File: src/rtl/mac_operand_sequencer.sv
`default_nettype none
// ============================================================================
// Module   : mac_operand_sequencer
// Brief    : Streams a buffered signed operand-pair vector into a MAC, drains
//            its pipeline and captures one dot product per job.
//            Optional MAC_SEQ_SAT_EN clamps the captured result.
// Revision : 1.0 - initial release
// ============================================================================
module mac_operand_sequencer #(
    parameter  int DATA_W  = 8,
    parameter  int DEPTH   = 8,
    parameter  int ACC_W   = 17,
    parameter  int MAC_LAT = 2,
    localparam int ADDR_W  = $clog2(DEPTH)
) (
    input  logic              clk,
    input  logic              rst,
    input  logic              wr_en,
    input  logic [ADDR_W-1:0] wr_addr,
    input  logic [DATA_W-1:0] wr_a,
    input  logic [DATA_W-1:0] wr_b,
    input  logic [ADDR_W:0]   vec_len,
    input  logic              start,
    output logic              busy,
    output logic              done,
    output logic              err,
    output logic              sat,
    output logic [ACC_W-1:0]  result,
    output logic [DATA_W-1:0] mac_dataa,
    output logic [DATA_W-1:0] mac_datab,
    output logic              mac_clken,
    output logic              mac_sload,
    input  logic [ACC_W-1:0]  mac_result
);

    localparam int CNT_W = $clog2(MAC_LAT + 1);

    localparam logic [1:0] S_IDLE  = 2'd0;
    localparam logic [1:0] S_ISSUE = 2'd1;
    localparam logic [1:0] S_DRAIN = 2'd2;

    localparam logic [ADDR_W:0]  C_DEPTH = (ADDR_W + 1)'(DEPTH);
    localparam logic [CNT_W-1:0] C_DRAIN = CNT_W'(MAC_LAT);
    localparam logic [CNT_W-1:0] C_ONE   = CNT_W'(1);

    logic [2*DATA_W-1:0] r_buf [DEPTH];
    logic [1:0]          r_state;
    logic [ADDR_W-1:0]   r_idx;
    logic [ADDR_W:0]     r_len;
    logic [CNT_W-1:0]    r_drain;
    logic                r_cap;
    logic                r_busy;
    logic                r_done;
    logic                r_err;
    logic                r_sat;
    logic [ACC_W-1:0]    r_result;
    logic [DATA_W-1:0]   r_a;
    logic [DATA_W-1:0]   r_b;
    logic                r_clken;
    logic                r_sload;

    logic                w_len_ok;
    logic                w_last;
    logic [2*DATA_W-1:0] w_first_pair;
    logic [ACC_W-1:0]    w_cap_result;
    logic                w_cap_sat;

    assign w_len_ok = (vec_len != '0) && (vec_len <= C_DEPTH);
    assign w_last   = ({1'b0, r_idx} == (r_len - 1'b1));
    // A write to slot 0 in the launch cycle must reach the first issued pair.
    assign w_first_pair = (wr_en && (wr_addr == '0)) ? {wr_a, wr_b} : r_buf[0];

`ifdef MAC_SEQ_SAT_EN
    logic w_ovf;
    // Top two bits disagree: value is outside the (ACC_W-1)-bit signed range.
    assign w_ovf        = mac_result[ACC_W-1] ^ mac_result[ACC_W-2];
    assign w_cap_result = w_ovf ? {{2{mac_result[ACC_W-1]}}, {(ACC_W-2){~mac_result[ACC_W-1]}}}
                                : mac_result;
    assign w_cap_sat    = w_ovf;
`else
    assign w_cap_result = mac_result;
    assign w_cap_sat    = 1'b0;
`endif

    always_ff @(posedge clk) begin
        if (rst) begin
            for (int i = 0; i < DEPTH; i++) begin
                r_buf[i] <= '0;
            end
        end else if ((r_state == S_IDLE) && wr_en) begin
            r_buf[wr_addr] <= {wr_a, wr_b};
        end
    end

    always_ff @(posedge clk) begin
        if (rst) begin
            r_state  <= S_IDLE;
            r_idx    <= '0;
            r_len    <= '0;
            r_drain  <= '0;
            r_cap    <= 1'b0;
            r_busy   <= 1'b0;
            r_done   <= 1'b0;
            r_err    <= 1'b0;
            r_sat    <= 1'b0;
            r_result <= '0;
            r_a      <= '0;
            r_b      <= '0;
            r_clken  <= 1'b0;
            r_sload  <= 1'b0;
        end else begin
            r_done <= 1'b0;
            r_err  <= 1'b0;
            r_cap  <= 1'b0;
            if (r_cap) begin
                r_result <= w_cap_result;
                r_sat    <= w_cap_sat;
                r_done   <= 1'b1;
            end
            case (r_state)
                S_IDLE: begin
                    r_clken <= 1'b0;
                    r_sload <= 1'b0;
                    r_a     <= '0;
                    r_b     <= '0;
                    if (start) begin
                        if (w_len_ok) begin
                            r_len        <= vec_len;
                            r_idx        <= '0;
                            r_state      <= S_ISSUE;
                            r_busy       <= 1'b1;
                            r_clken      <= 1'b1;
                            r_sload      <= 1'b1;
                            {r_a, r_b}   <= w_first_pair;
                        end else begin
                            r_err <= 1'b1;
                        end
                    end
                end
                S_ISSUE: begin
                    r_sload <= 1'b0;
                    if (w_last) begin
                        r_state <= S_DRAIN;
                        r_drain <= C_DRAIN;
                        r_a     <= '0;
                        r_b     <= '0;
                    end else begin
                        r_idx      <= r_idx + 1'b1;
                        {r_a, r_b} <= r_buf[r_idx + 1'b1];
                    end
                end
                S_DRAIN: begin
                    if (r_drain == C_ONE) begin
                        // Sum appears on mac_result now; sample it on the next edge.
                        r_state <= S_IDLE;
                        r_busy  <= 1'b0;
                        r_clken <= 1'b0;
                        r_cap   <= 1'b1;
                    end else begin
                        r_drain <= r_drain - 1'b1;
                    end
                end
                default: begin
                    r_state <= S_IDLE;
                    r_busy  <= 1'b0;
                    r_clken <= 1'b0;
                end
            endcase
        end
    end

    assign busy      = r_busy;
    assign done      = r_done;
    assign err       = r_err;
    assign sat       = r_sat;
    assign result    = r_result;
    assign mac_dataa = r_a;
    assign mac_datab = r_b;
    assign mac_clken = r_clken;
    assign mac_sload = r_sload;

endmodule
`default_nettype wire

File: config.mk
export PLATFORM = sky130hd
export DESIGN_NAME = mac_operand_sequencer
export DESIGN_NICKNAME = d
export VERILOG_FILES = /design/src/rtl/mac_operand_sequencer.sv
export SDC_FILE = /design/constraint.sdc
export NUM_CORES = 1
export LEC_CHECK = 0
export ABC_AREA = 0
export CORE_AREA = 5 5 102 176
export CTS_CLUSTER_DIAMETER = 40
export CTS_CLUSTER_SIZE = 24
export DETAILED_ROUTE_END_ITERATION = 10
export DIE_AREA = 0 0 107 181
export PLACE_DENSITY = 0.81
export RECOVER_POWER = 25
export SLEW_MARGIN = 25
export SYNTH_ARGS = -nofsm -noshare
export SYNTH_HDL_FRONTEND = slang
export SYNTH_SLANG_ARGS = --single-unit
File: constraint.sdc
create_clock -name clk -period 2.3 [get_ports clk]
set_input_delay 0.46 -clock clk [delete_from_list [all_inputs] [get_ports clk]]
set_output_delay 0.46 -clock clk [all_outputs]
set_load 0.01 [all_outputs]
==> impl_metrics.env, run 1 <==
export IMPL_setup_worst_path_end_class="flop"
export IMPL_cts_tree="yes"
export IMPL_synthCells=622
export IMPL_ant_nets=0
export IMPL_vdd_drop_max_uv=437
export IMPL_ys_ff_latch=178
export IMPL_fp_dieW_um=107
export IMPL_holdBufCountCts=0
export IMPL_cp_arrival_ns=2.46
export IMPL_die_y_um=181
export IMPL_power_total_mw=8.10
export IMPL_critPathKind="reg2reg"
export IMPL_synth_area_leaders="edfxtp_1, dfxtp_1, and2_1, mux4_2, a211oi_2"
export IMPL_relSlewSlack=0.330
export IMPL_worst_hold_path_type="reg2reg"
export IMPL_yosysWarnings=0
export IMPL_synth_cell_type_count=44
export IMPL_row_count=62
export IMPL_die_area_um2=19400
export IMPL_post_dp_hpwl_um=13400
export IMPL_final_cell_area_um2=10200
export IMPL_avgRoutedWirePerCell_um=21.3
export IMPL_rsz0062_at_grt="no"
export IMPL_synth_area_leader_cell="edfxtp_1"
export IMPL_cts_num_sinks=178
export IMPL_via_count=5377
export IMPL_maxCapViolCount=0
export IMPL_finalSetupTns_ns=0
export IMPL_htree_levels=4
export IMPL_grt_max_degree=58
export IMPL_numCtsBuffers=17
export IMPL_crit_fanout=8
export IMPL_final_common_cell="edfxtp_1"
export IMPL_nets=769
export IMPL_period_needed_ns=2.17
export IMPL_ios=83
export IMPL_syn_area_per_cell_um2=13.4
export IMPL_drt_iter0_drc=466
export IMPL_clk_path_buf_depth=2
export IMPL_place_congestion=0.810
export IMPL_async_reset_ff_frac=0
export IMPL_dp_cells=892
export IMPL_clk_root_buffer_cell="clkbuf_16"
export IMPL_max_freq_ghz=0.461
export IMPL_core_um2=16300
export IMPL_clock_skew_final_ns=0.0110
export IMPL_fin_crit_sh=0.944
export IMPL_yosysSeqAreaShare=0.583
export IMPL_grt_pass1_vias=5782
export IMPL_drc_errors=0
export IMPL_synth_main_ff_cell="edfxtp_1"
export IMPL_placed_cell_area_um2=9520
export IMPL_layout_drive_gt1_share=0.230
export IMPL_port_buffers=81
export IMPL_grt_first_pass_wirelength_um=30700
export IMPL_clk_pin_slew_ns=0.07
export IMPL_grt_usage=0.208
export IMPL_clk_latency_ns=0.43
export IMPL_leakagePower_nw=3.73
export IMPL_worst_slew_pin_slew_ns=1.01
export IMPL_cp_required_ns=2.59
export IMPL_power_density_nw_per_um2=795
export IMPL_synth_edf_count=128
export IMPL_synth_nets=669
export IMPL_dr_pass1_iters=5
export IMPL_diodes=0
export IMPL_routed_wl_um=19800
export IMPL_status="finished clean"
export IMPL_synth_area_um2=8320
export IMPL_layout_area_overhead_vs_synth_pct=22.5
export IMPL_synth_top_cell_area_share=0.462
export IMPL_layout_common_cells="edfxtp_1, and2_1, clkdlybuf4s50_1"
export IMPL_worstSetupStartpointType="flop"
export IMPL_start_util=0.510
export IMPL_grt_antenna_before_repair=0
export IMPL_final_cell_count_no_fill=927
export IMPL_fillers=1170
export IMPL_setup_viol=0
export IMPL_vias_per_cell=5.80
export IMPL_gr_total_overflow=0
export IMPL_hold_violations=0
export IMPL_drv_slew=0
==> final cells by class <==
class	instances	area, µm²	share of cell area
Tap cell	192	240	0.0236
Multi-Input combinational cell	403	3290	0.323
Sequential cell	178	4850	0.476
Clock inverter	15	163	0.0160
Inverter	3	11.3	0.00111
Timing Repair Buffer	119	1210	0.118
Clock buffer	17	425	0.0418
==> final timing paths <==
check                              start            to  slack (ns)  depth (start not counted)
worst min register to register      busy          busy        0.47                          2
worst max-delay path            r_idx[1]  mac_dataa[4]        0.13                          6
worst min-delay path                busy          busy        0.47                          2
worst max register to register  r_idx[1]  mac_dataa[4]        0.13                          6
==> cells in the mapped netlist (all sizes together) (2+ instances only) <==
library cell and instances:
mux2 17, xnor2 2, a21oi 26, o21ai 6, clkbuf 19, mux2i 20
mux4 32, or2 8, edfxtp 128, ha 3, nand3b 5, nor2 35
o31ai 2, nand2b 4, nand2 40, or4b 2, xor2 2, nor2b 20
buf 19, nor3 22, dfxtp 50, a211oi 17, inv 3, and2 128
==> stage by stage <==
step                      utilization  hold WS, ns  setup slack [ns]
after floorplan                     -        0.455             0.155
after global placement          0.585        0.448            0.0220
after detailed placement        0.585        0.465           -0.0866
after CTS                       0.621        0.439            0.0797
after global routing            0.625        0.500           0.00347
final                           0.625        0.471             0.130
==> cell families after synthesis <==
kind of cell,share of synthesized area
AO/OA/AOI/OAI,0.0519
XOR/XNOR,0.00602
adder cells (fa/ha/maj),0.00451
buffers and inverters,0.0259
flip-flops,0.583
multiplexers,0.134
other,0.000451
AND/OR/NAND/NOR,0.195
==> sequential cells by signal, summed over array words and instances, names as in the netlist <==
signal / cells
busy: 1
done: 1
mac_clken: 1
mac_sload: 1
r_len: 4
r_drain: 2
result: 17
r_buf: 128
r_state: 2
err: 1
r_cap: 1
r_idx: 3
mac_datab: 8
mac_dataa: 8
==> critical path: stages (launching register included) <==
cell,delay (ns)
dfxtp_1,0.36
ha_4,0.34
buf_4,0.21
mux4_2,0.51
mux2_2,0.30
a211oi_2,0.24
nor3_2,0.07
==> metal layers <==
layer / vias up / global-route usage / routed length, µm
li1: 2447 / - / -
met5: - / 0 / 0
met3: 43 / 0.0432 / 1200
met4: 0 / 0.0824 / 528
met2: 216 / 0.401 / 11300
met1: 2671 / 0.214 / 6720
==> report_power, final <==
| group | switching [mW] | internal (mW) |
|---|---|---|
| sequential | 0.0868 | 3.60 |
| clock | 1.37 | 1.46 |
| combinational | 0.742 | 0.846 |
==> repair_timing <==
item,4_1_cts,5_1_grt
endpoints found under the setup margin,0,15
resized for setup,0,5
endpoints found under the hold margin,0,0
buffers inserted,0,1
No activity file was read; power rests on OpenSTA's default activity.
==> run 2, diff against run 1 <==
--- a/config.mk
+++ b/config.mk
@@ -6,14 +6,15 @@
 export NUM_CORES = 1
 export LEC_CHECK = 0
 export ABC_AREA = 0
-export CORE_AREA = 5 5 102 176
+export CAP_MARGIN = 15
+export CORE_AREA = 5 5 133 135
 export CTS_CLUSTER_DIAMETER = 40
 export CTS_CLUSTER_SIZE = 24
 export DETAILED_ROUTE_END_ITERATION = 10
-export DIE_AREA = 0 0 107 181
-export PLACE_DENSITY = 0.81
+export DIE_AREA = 0 0 138 140
+export PLACE_DENSITY = 0.82
 export RECOVER_POWER = 25
-export SLEW_MARGIN = 25
+export SLEW_MARGIN = 15
 export SYNTH_ARGS = -nofsm -noshare
 export SYNTH_HDL_FRONTEND = slang
 export SYNTH_SLANG_ARGS = --single-unit
==> run 2 against run 1 <==
Maximum frequency shrank 3.3%. Worst hold slack lost 0.017 ns. Largest power group unchanged. Critical endpoint is now mac_datab[5]. Power grew 1.4%. Combinational power grew 4%. Sequential power is essentially flat. Sequential cell count is the same. Clock power grew 1%. First-iteration DRC count shrank 4.9%. Worst setup slack lost 0.074 ns. Via count grew 2.6%. Critical path depth is the same.
==> impl_metrics.env, run 2 (synthesis gave the netlist of run 1 again) <==
export IMPL_status="finished clean"
export IMPL_vias_per_cell=5.71
export IMPL_ios=83
export IMPL_layout_common_cells="edfxtp_1, and2_1, clkdlybuf4s50_1"
export IMPL_clk_pin_slew_ns=0.07
export IMPL_grt_pass1_vias=5612
export IMPL_row_count=47
export IMPL_ant_nets=0
export IMPL_layout_area_overhead_vs_synth_pct=24.0
export IMPL_vdd_drop_max_uv=592
export IMPL_worstSetupStartpointType="flop"
export IMPL_final_common_cell="edfxtp_1"
export IMPL_start_util=0.509
export IMPL_routed_wl_um=20800
export IMPL_drv_slew=0
export IMPL_multiInputGateArea_um2=3260
export IMPL_clk_root_buffer_cell="clkbuf_16"
export IMPL_fin_crit_sh=0.976
export IMPL_drc_errors=0
export IMPL_path_cells="ha_2 -> buf_12 -> mux4_2 -> mux2_2 -> a211oi_2 -> nor3_2"
export IMPL_seqCellArea_um2=4850
export IMPL_setup_worst_path_end_class="flop"
export IMPL_worstReg2RegStart="r_idx[1]"
export IMPL_period_needed_ns=2.24
export IMPL_worst_slew_pin_slew_ns=1.25
export IMPL_htree_levels=4
export IMPL_worst_hold_path_type="reg2reg"
export IMPL_diodes=0
export IMPL_critPathKind="reg2reg"
export IMPL_leakagePower_nw=3.73
export IMPL_top_register="r_buf"
export IMPL_core_um2=16300
export IMPL_power_density_nw_per_um2=796
export IMPL_cts_tree="yes"
export IMPL_fp_dieW_um=138
export IMPL_min_from="busy"
export IMPL_max_freq_ghz=0.446
export IMPL_final_cell_area_um2=10300
export IMPL_dr_pass1_iters=5
export IMPL_relSlewSlack=0.167
export IMPL_layout_drive_gt1_share=0.237
export IMPL_post_dp_hpwl_um=13300
export IMPL_placed_cell_area_um2=9650
export IMPL_clock_skew_final_ns=0.00564
export IMPL_place_congestion=0.821
export IMPL_crit_fanout=8
export IMPL_cp_arrival_ns=2.55
export IMPL_hold_violations=0
export IMPL_die_y_um=140
export IMPL_drt_iter0_drc=443
export IMPL_largest_reg_flops=128
export IMPL_via_count=5518
export IMPL_grt_first_pass_wirelength_um=31000
export IMPL_grt_antenna_before_repair=0
export IMPL_max_stage_delay_ns=0.50
export IMPL_avgRoutedWirePerCell_um=21.5
export IMPL_die_area_um2=19300
export IMPL_nets=781
export IMPL_power_total_mw=8.21
export IMPL_grt_max_degree=58
export IMPL_cts_num_sinks=178
export IMPL_slowest_stage="mux4_2"
export IMPL_maxCapViolCount=0
export IMPL_setup_worst_path_start="r_idx[1]"
export IMPL_worst_hold_slack_ns=0.455
export IMPL_fillers=1187
export IMPL_gr_total_overflow=0
export IMPL_clk_path_buf_depth=2
export IMPL_clk_latency_ns=0.44
export IMPL_setup_viol=0
export IMPL_port_buffers=81
export IMPL_cp_required_ns=2.60
export IMPL_grt_usage=0.208
export IMPL_numCtsBuffers=17
export IMPL_fin_util=0.631
-- run 2: cell type report --
class                           instances  area share
Sequential cell                       178       0.470
Inverter                                3     0.00109
Timing Repair Buffer                  131       0.129
Tap cell                              220      0.0267
Multi-Input combinational cell        403       0.316
Clock buffer                           20      0.0443
Clock inverter                         12      0.0126
-- run 2: timing repair --
item | CTS | global route
hold buffers | 0 | 0
endpoints found under the setup margin | 0 | 2
buffers inserted | 0 | 1
gates resized for setup | 0 | 3
-- run 2: path summary, 6_finish.rpt --
kind / end / slack [ns] / cells after the start
worst max-delay path: mac_datab[5] / 0.06 / 6
worst min-delay path: busy / 0.45 / 2
worst max register to register: mac_datab[5] / 0.06 / 6
worst min register to register: busy / 0.45 / 2
-- run 2: routing by layer --
layer,GRT usage,part of all wire
met5,0,0
met4,0.0822,0.021
met3,0.0470,0.073
met2,0.369,0.54
met1,0.246,0.36
-- run 2: per-stage QoR --
step                      worst slack [ns]  TNS (ns)  cells
after floorplan                      0.155         0    622
after global placement              0.0173         0    931
after detailed placement           -0.0683    -0.354    931
after CTS                           0.0616         0    963
after global routing              -0.00953   -0.0102    967
final                               0.0562         0    967
-- run 2: report_power, final --
group	leakage, nW	internal, mW	total [mW]	switching, mW
registers	1.73	3.60	3.68	0.0849
logic	1.72	0.885	1.66	0.778
clock network	0.278	1.66	2.87	1.21
-- run 2: critical path, delay by kind of cell, from the launching register on --
family,cells,cell delay (ns)
muxes,2,0.78
adders and majority gates,1,0.44
DFF,1,0.34
AOI/OAI and AO/OA,1,0.29
buffers and inverters,1,0.18
and+or+nand+nor,1,0.08
==> run 3, diff against run 2 <==
--- a/config.mk
+++ b/config.mk
@@ -18,3 +18,4 @@
 export SYNTH_ARGS = -nofsm -noshare
 export SYNTH_HDL_FRONTEND = slang
 export SYNTH_SLANG_ARGS = --single-unit
+export TNS_END_PERCENT = 1
==> run 3 against run 2 <==
Core utilization down 0.32 points. Register-to-register slack about the same. Cell area down 0.51%.
==> impl_metrics.env, run 3 (synthesis gave the netlist of run 1 again) <==
export IMPL_fp_dieW_um=138
export IMPL_holdBufCountCts=0
export IMPL_drt_iter0_drc=502
export IMPL_relSlewSlack=0.181
export IMPL_p_int_mw=6.08
export IMPL_vdd_drop_max_uv=566
export IMPL_start_util=0.509
export IMPL_dp_cells=931
export IMPL_core_um2=16300
export IMPL_drc_errors=0
export IMPL_status="finished clean"
export IMPL_leakagePower_nw=3.71
export IMPL_worst_hold_path_type="reg2reg"
export IMPL_gr_total_overflow=0
export IMPL_cts_tree="yes"
export IMPL_final_common_cell="edfxtp_1"
export IMPL_period_needed_ns=2.25
export IMPL_pre_cts_ws_ns=-0.0683
export IMPL_nets=779
export IMPL_pwr_share_seq=0.455
export IMPL_layout_common_cells="edfxtp_1, and2_1, clkdlybuf4s50_1"
export IMPL_die_y_um=140
export IMPL_layout_area_overhead_vs_synth_pct=23.4
export IMPL_worst_slew_pin_slew_ns=1.23
export IMPL_clk_latency_ns=0.43
export IMPL_hold_violations=0
export IMPL_dr_pass1_iters=6
export IMPL_grt_pass1_vias=5612
export IMPL_grt_usage=0.208
export IMPL_ios=83
export IMPL_clk_root_buffer_cell="clkbuf_16"
export IMPL_setup_viol=0
export IMPL_cp_arrival_ns=2.60
export IMPL_layout_drive_gt1_share=0.234
export IMPL_power_switching_mw=2.02
export IMPL_setup_ws_ns=0.0477
export IMPL_fillers=1198
export IMPL_switching_share=0.250
export IMPL_multiInputGateArea_um2=3260
export IMPL_grt_max_degree=58
export IMPL_diodes=0
export IMPL_drv_slew=0
export IMPL_fin_crit_sh=0.979
export IMPL_die_area_um2=19300
export IMPL_top_register="r_buf"
export IMPL_clock_skew_final_ns=0.00918
export IMPL_power_density_nw_per_um2=789
export IMPL_routed_wl_um=20200
export IMPL_avgRoutedWirePerCell_um=21.0
export IMPL_ant_nets=0
export IMPL_row_count=47
export IMPL_seqCellArea_um2=4850
export IMPL_critPathKind="reg2reg"
export IMPL_place_congestion=0.821
export IMPL_grt_first_pass_wirelength_um=31000
export IMPL_worstSetupStartpointType="flop"
export IMPL_cp_required_ns=2.65
export IMPL_grt_antenna_before_repair=0
export IMPL_via_count=5462
export IMPL_power_frac_comb=0.193
export IMPL_final_cell_count_no_fill=965
export IMPL_vias_per_cell=5.66
export IMPL_max_freq_ghz=0.444
export IMPL_htree_levels=4
export IMPL_largest_reg_flops=128
export IMPL_numCtsBuffers=17
export IMPL_crit_fanout=11
export IMPL_setup_worst_path_end_class="flop"
export IMPL_clk_path_buf_depth=2
export IMPL_cts_num_sinks=178
export IMPL_post_dp_hpwl_um=13300
export IMPL_port_buffers=81
export IMPL_clk_pin_slew_ns=0.07
export IMPL_p_clk_frac=0.353
export IMPL_power_total_mw=8.10
export IMPL_maxCapViolCount=0
## run 3: cell types whose count changed in the layout (fill, tap and decap cells not counted), sizes merged
cell / delta
clkbuf: -2
## run 3: repair_timing
action                     CTS  global route
resized for setup            0             2
setup endpoints to repair    0             2
buffers inserted             0             1
## run 3: critical path, stage by stage, from the launching register on
cell and delay, ns:
dfxtp_1 0.41, inv_1 0.12, ha_1 0.25, xor2_2 0.30, and3b_1 0.29, o31ai_4 0.08
buf_4 0.16, clkbuf_16 0.18, nand2b_1 0.15, a211oi_1 0.21
## run 3: through the flow
stage / util / cell area (µm²) / setup TNS (ns) / hold WS, ns
after floorplan: - / 8320 / 0 / 0.455
after global placement: 0.590 / 9650 / 0 / 0.446
after detailed placement: 0.590 / 9650 / -0.354 / 0.452
after CTS: 0.626 / 10200 / 0 / 0.461
after global routing: 0.628 / 10300 / -0.0105 / 0.504
final: 0.628 / 10300 / 0 / 0.455
## run 3: area by class of cell
type / instances / share of cell area
Multi-Input combinational cell: 403 / 0.318
Timing Repair Buffer: 129 / 0.125
Tap cell: 220 / 0.0268
Sequential cell: 178 / 0.472
Clock buffer: 20 / 0.0445
Clock inverter: 12 / 0.0127
Inverter: 3 / 0.00110
## run 3: routing by layer
layer | share of wire | GRT usage | vias to the layer above
met5 | 0 | 0 | -
met4 | 0.023 | 0.0822 | 0
met3 | 0.067 | 0.0470 | 43
met2 | 0.54 | 0.369 | 203
met1 | 0.37 | 0.246 | 2750
li1 | - | - | 2466
## run 3: worst paths after layout
path / startpoint / endpoint / slack (ns) / cells after the start
setup / recovery: r_len[0] / r_drain[1] / 0.05 / 9
hold / removal: busy / busy / 0.45 / 2
setup reg to reg: r_len[0] / r_drain[1] / 0.05 / 9
hold reg to reg: busy / busy / 0.45 / 2
## run 3: power by group through the flow
stage,logic [mW],registers [mW],clock network [mW]
after floorplan,0.994,3.73,0
after global placement,1.47,3.74,0
after detailed placement,1.52,3.75,0
after CTS,1.53,3.68,2.89
after global routing,1.65,3.70,3.04
final,1.56,3.68,2.86
